$ cat src/rtl/apb_initiator.sv
// APB (AMBA 2) initiator: buffers valid/ready commands in a small FIFO and issues SETUP/ACCESS
// transfers; a command accepted into an empty FIFO reaches SETUP one cycle later, reads hold RspValid until RspReady.
module apb_initiator #(
  parameter int AW    = 10,
  parameter int DW    = 32,
  parameter int DEPTH = 2
) (
  input  logic          PCLK,
  input  logic          PRESETn,
  input  logic          CmdValid,
  output logic          CmdReady,
  input  logic          CmdWrite,
  input  logic [AW-1:0] CmdAddr,
  input  logic [DW-1:0] CmdWData,
  output logic          PSEL,
  output logic          PENABLE,
  output logic          PWRITE,
  output logic [AW-1:0] PADDR,
  output logic [DW-1:0] PWDATA,
  input  logic [DW-1:0] PRDATA,
  output logic          RspValid,
  output logic [DW-1:0] RspData,
  input  logic          RspReady,
  output logic          Busy
);

  localparam int PW = (DEPTH > 1) ? $clog2(DEPTH) : 1;
  localparam int CW = PW + 1;
  localparam int EW = 1 + AW + DW;

  typedef enum logic [1:0] {IDLE, SETUP, ACCESS} state_e;

  state_e          state_q;
  logic [EW-1:0]   mem_q [DEPTH];
  logic [PW-1:0]   wr_ptr_q, rd_ptr_q;
  logic [CW-1:0]   count_q, count_d;
  logic            psel_q, penable_q, pwrite_q;
  logic [AW-1:0]   paddr_q;
  logic [DW-1:0]   pwdata_q;
  logic            rsp_valid_q;
  logic [DW-1:0]   rsp_data_q;

  logic            full, empty, push, pop;
  logic            head_write;
  logic [AW-1:0]   head_addr;
  logic [DW-1:0]   head_wdata;
  logic            rsp_pending, issuable;

  assign full     = (count_q == CW'(DEPTH));
  assign empty    = (count_q == '0);
  assign CmdReady = !full;
  assign push     = CmdValid && !full;

  assign {head_write, head_addr, head_wdata} = mem_q[rd_ptr_q];

  // A read in ACCESS is about to occupy the response slot, so it blocks the next read too.
  assign rsp_pending = rsp_valid_q || ((state_q == ACCESS) && !pwrite_q);
  assign issuable    = !empty && (head_write || !rsp_pending);
  assign pop         = issuable && (state_q != SETUP);

  always_comb begin
    count_d = count_q;
    if (push && !pop) begin
      count_d = count_q + 1'b1;
    end else if (!push && pop) begin
      count_d = count_q - 1'b1;
    end
  end

  always_ff @(posedge PCLK) begin
    if (push) begin
      mem_q[wr_ptr_q] <= {CmdWrite, CmdAddr, CmdWData};
    end
  end

  always_ff @(posedge PCLK or negedge PRESETn) begin
    if (!PRESETn) begin
      wr_ptr_q <= '0;
      rd_ptr_q <= '0;
      count_q  <= '0;
    end else begin
      count_q <= count_d;
      if (push) wr_ptr_q <= wr_ptr_q + 1'b1;
      if (pop)  rd_ptr_q <= rd_ptr_q + 1'b1;
    end
  end

  always_ff @(posedge PCLK or negedge PRESETn) begin
    if (!PRESETn) begin
      state_q     <= IDLE;
      psel_q      <= 1'b0;
      penable_q   <= 1'b0;
      pwrite_q    <= 1'b0;
      paddr_q     <= '0;
      pwdata_q    <= '0;
      rsp_valid_q <= 1'b0;
      rsp_data_q  <= '0;
    end else begin
      if (rsp_valid_q && RspReady) begin
        rsp_valid_q <= 1'b0;
      end
      case (state_q)
        IDLE: begin
          if (pop) begin
            state_q  <= SETUP;
            psel_q   <= 1'b1;
            pwrite_q <= head_write;
            paddr_q  <= head_addr;
            pwdata_q <= head_write ? head_wdata : '0;
          end
        end
        SETUP: begin
          state_q   <= ACCESS;
          penable_q <= 1'b1;
        end
        ACCESS: begin
          penable_q <= 1'b0;
          if (!pwrite_q) begin
            rsp_valid_q <= 1'b1;
            rsp_data_q  <= PRDATA;
          end
          if (pop) begin
            state_q  <= SETUP;
            pwrite_q <= head_write;
            paddr_q  <= head_addr;
            pwdata_q <= head_write ? head_wdata : '0;
          end else begin
            state_q <= IDLE;
            psel_q  <= 1'b0;
          end
        end
        default: begin
          state_q   <= IDLE;
          psel_q    <= 1'b0;
          penable_q <= 1'b0;
        end
      endcase
    end
  end

  assign PSEL     = psel_q;
  assign PENABLE  = penable_q;
  assign PWRITE   = pwrite_q;
  assign PADDR    = paddr_q;
  assign PWDATA   = pwdata_q;
  assign RspValid = rsp_valid_q;
  assign RspData  = rsp_data_q;
  assign Busy     = !empty || (state_q != IDLE);

endmodule
$ cat config.mk
export PLATFORM = sky130hd
export DESIGN_NAME = apb_initiator
export DESIGN_NICKNAME = d
export VERILOG_FILES = /design/src/rtl/apb_initiator.sv
export SDC_FILE = /design/constraint.sdc
export NUM_CORES = 1
export LEC_CHECK = 0
export BUFFER_PORTS_ARGS = -buffer_cell sky130_fd_sc_hd__clkbuf_2
export CORE_UTILIZATION = 48
export DETAILED_ROUTE_END_ITERATION = 16
export GPL_TIMING_DRIVEN = 0
export PLACE_DENSITY = 0.84
export REMOVE_ABC_BUFFERS = 1
export SKIP_CTS_REPAIR_TIMING = 1
export SYNTH_ARGS = -nofsm -noshare
export SYNTH_HDL_FRONTEND = slang
export SYNTH_SLANG_ARGS = --single-unit
$ cat constraint.sdc
create_clock -name PCLK -period 2.75 [get_ports PCLK]
set_input_delay 0.1375 -clock PCLK [delete_from_list [all_inputs] [get_ports PCLK]]
set_output_delay 0.1375 -clock PCLK [all_outputs]
set_load 0.03 [all_outputs]
==> impl_metrics.csv <==
group,metric,value,unit
sta,hold_violations,0,
yosys,ys_seq_area_share,72.3,%
detailed_routing,post_drt_wl_per_cell,18.5,µm
sta,clock_skew,9.18,ps
floorplanning,die_area,14000,µm²
detailed_routing,postRouteAntennaNets,0,
placement,detailed_place.area,7560,µm²
grt,grt_first_pass_wirelength,19.8,mm
yosys,yosysWarnings,0,
pwr,leakagePower,3.78,nW
yosys,yosysUniqueCellTypes,35,
sta,setup_slack,156,ps
finish,final_common_cell,"clkbuf_2",
detailed_routing,routed_wl,14.5,mm
run,maxCapViolations,0,
sta,rsz0062_at_grt,"false",
placement,place_congestion,0.833,
sta,finalCritPeriodShare,94.3,%
sta,max_freq,386,MHz
cts,tritoncts,"done",
worst_setup_path,critPathKind,"reg -> reg",
worst_setup_path,critPathLaunchType,"register",
detailed_routing,dr.pass1.iters,5,
finish,final_cell_mix,"clkbuf_2 (157), edfxtp_1 (86), dfrtp_1 (83), dlygate4sd3_1 (77), mux2_2 (48)",
worst_setup_path,cp_slowest_cell,"dfrtp_4",
placement,port_buffers,158,
cts,clk_latency,420,ps
status,outcome,"complete, no violations",
worst_setup_path,cp.arrival,2900,ps
worst_setup_path,cpMostUsedCell,"buf_12",
floorplanning,rows,42,
sta,maxSlewViolCount,0,
worst_setup_path,cp_slowest_stage_delay,640,ps
yosys,synth_cells,345,
floorplanning,core_area,13200,µm²
floorplanning,die_x,118,µm
grt,grt.total_usage,18.9,%
cts,cts_root_buffer,"clkbuf_16",
placement,place_ws,70.1,ps
pwr,p_total,10.9,mW
worst_setup_path,cp_max_fo,30,
cts,clk_pin_slew,70,ps
detailed_routing,post-route-drc-count,0,
sta,max-slew-margin-rel,39.9,%
finish,antenna_cells,0,
grt,antenna_found_initial,0,
pwr,p_per_area,1230,nW/µm²
detailed_routing,vias,4001,
cts,cts_buffer_depth,2,
sta,finalCriticalPeriod,2590,ps
hold_path,hp-class,"in -> reg",
cts,cts_max_level,4,
sta,finalSetupTns,0,ps
detailed_routing,initialDrtViolationCount,207,
worst_setup_path,crit_chain,"buf_12, mux2_4, a32oi_4, buf_12, mux2_2",
yosys,netlist_area,6480,µm²
sta,setup_viol,0,
floorplanning,chipHeight,118,µm
placement,hpwl,8.42,mm
grt,grt_overflow_total,0,
yosys,ys_seq_elements,170,
finish,final_area,8890,µm²
cts,cts-buffers-inserted,17,
finish,area_delta_synth_final,37.1,%
pwr,vdd_drop_max,676,µV
grt,grt_pass1_vias,3869,
floorplanning,initial_utilization,49.2,%
finish,fillers,840,
yosys,synth.avg_cell_area,18.8,µm²
sta,worst_pin_slew,899,ps
finish,nNetsFinal,671,
grt,grt_max_degree,50,
detailed_routing,vias_per_cell,5.13,
worst_setup_path,cp_data_required_time,3050,ps
floorplanning,io_pins,159,
cts,clock_sinks,170,
finish,layout-drive-gt1-share,47.0,%
worst_setup_path,endpoint_kind,"register",
==> cells by family (layout without fill, tap and decap cells) <==
kind of cell | count (synthesis) | in the layout | synth area share (%)
mux | 85 | 85 | 14.2
fa+ha+maj | 1 | 1 | 0.193
buf+inv | 21 | 280 | 2.47
simple gates | 21 | 21 | 1.68
flops | 170 | 170 | 72.3
xor+xnor | 4 | 4 | 0.540
compound gates | 43 | 43 | 8.66
==> worst max-delay path: cells and delay by family (launching register included) <==
family | cells | cell delay (ps)
mux | 2 | 710
flops | 1 | 640
buf+inv | 2 | 530
compound gates | 1 | 560
==> cell usage after synthesis (all sizes together) <==
cell type	number	area share [%]
buf	15	2.1
nor2	8	0.46
or3	2	0.19
clkbuf	1	0.058
o22ai	1	0.097
xor2	2	0.27
o211ai	2	0.23
and3	1	0.097
mux2i	32	4.9
nor3b	1	0.19
o21ba	2	0.31
ha	1	0.19
mux2	53	9.3
inv	5	0.29
xnor2	2	0.27
dfrtp	84	32
nand3	1	0.077
nand2b	2	0.19
o2bb2ai	32	7.1
edfxtp	86	40
a32oi	2	0.56
nor2b	2	0.19
or2	1	0.097
o21ai	3	0.23
nand2	3	0.17
o31ai	1	0.12
==> area by class of cell <==
type	count	area [µm²]	area share [%]
Tap cell	176	220	2.48
Sequential cell	170	4690	52.8
Clock buffer	20	468	5.27
Timing Repair Buffer	243	1750	19.7
Clock inverter	12	85.1	0.957
Inverter	5	18.8	0.211
Multi-Input combinational cell	154	1660	18.6
==> registers in the layout (all words and copies together), names as in the netlist <==
signal    count
mem_q        86
PWDATA       32
RspData      32
PADDR        10
count_q       2
state_q       2
PENABLE       1
PSEL          1
PWRITE        1
RspValid      1
rd_ptr_q      1
wr_ptr_q      1
==> routing by layer <==
layer	part of all wire [%]	up-vias	global-route usage (%)	routed length, µm
met4	2.6	0	10.4	369
met3	6.2	33	5.07	898
met2	52	174	31.7	7530
li1	-	1812	-	-
met1	39	1982	22.1	5660
met5	0	-	0	0
==> worst paths after layout <==
check	start	to	slack (ps)	depth (start not counted)
max	rd_ptr_q	PADDR[4]	160	5
min	CmdValid	wr_ptr_q	100	3
max reg2reg	rd_ptr_q	PADDR[4]	160	5
min reg2reg	PWDATA[0]	PWDATA[0]	490	1
max in group asynchronous	PRESETn	PWDATA[28]	1830	3
min in group asynchronous	PRESETn	RspData[9]	270	2
==> per-stage QoR <==
step	std cells	hold WS (ps)	utilization, %
floorplan	329	-158	-
global placement	663	326	55.7
detailed placement	671	199	57.3
CTS	703	-256	61.5
global route	780	116	67.4
finish	780	104	67.4
==> report_power, final <==
group          switching [mW]  total (mW)  internal [mW]
registers               0.582        4.20           3.62
logic                    2.74        4.53           1.79
clock network           0.969        2.21           1.24
Power figures use the tool's default switching activity.
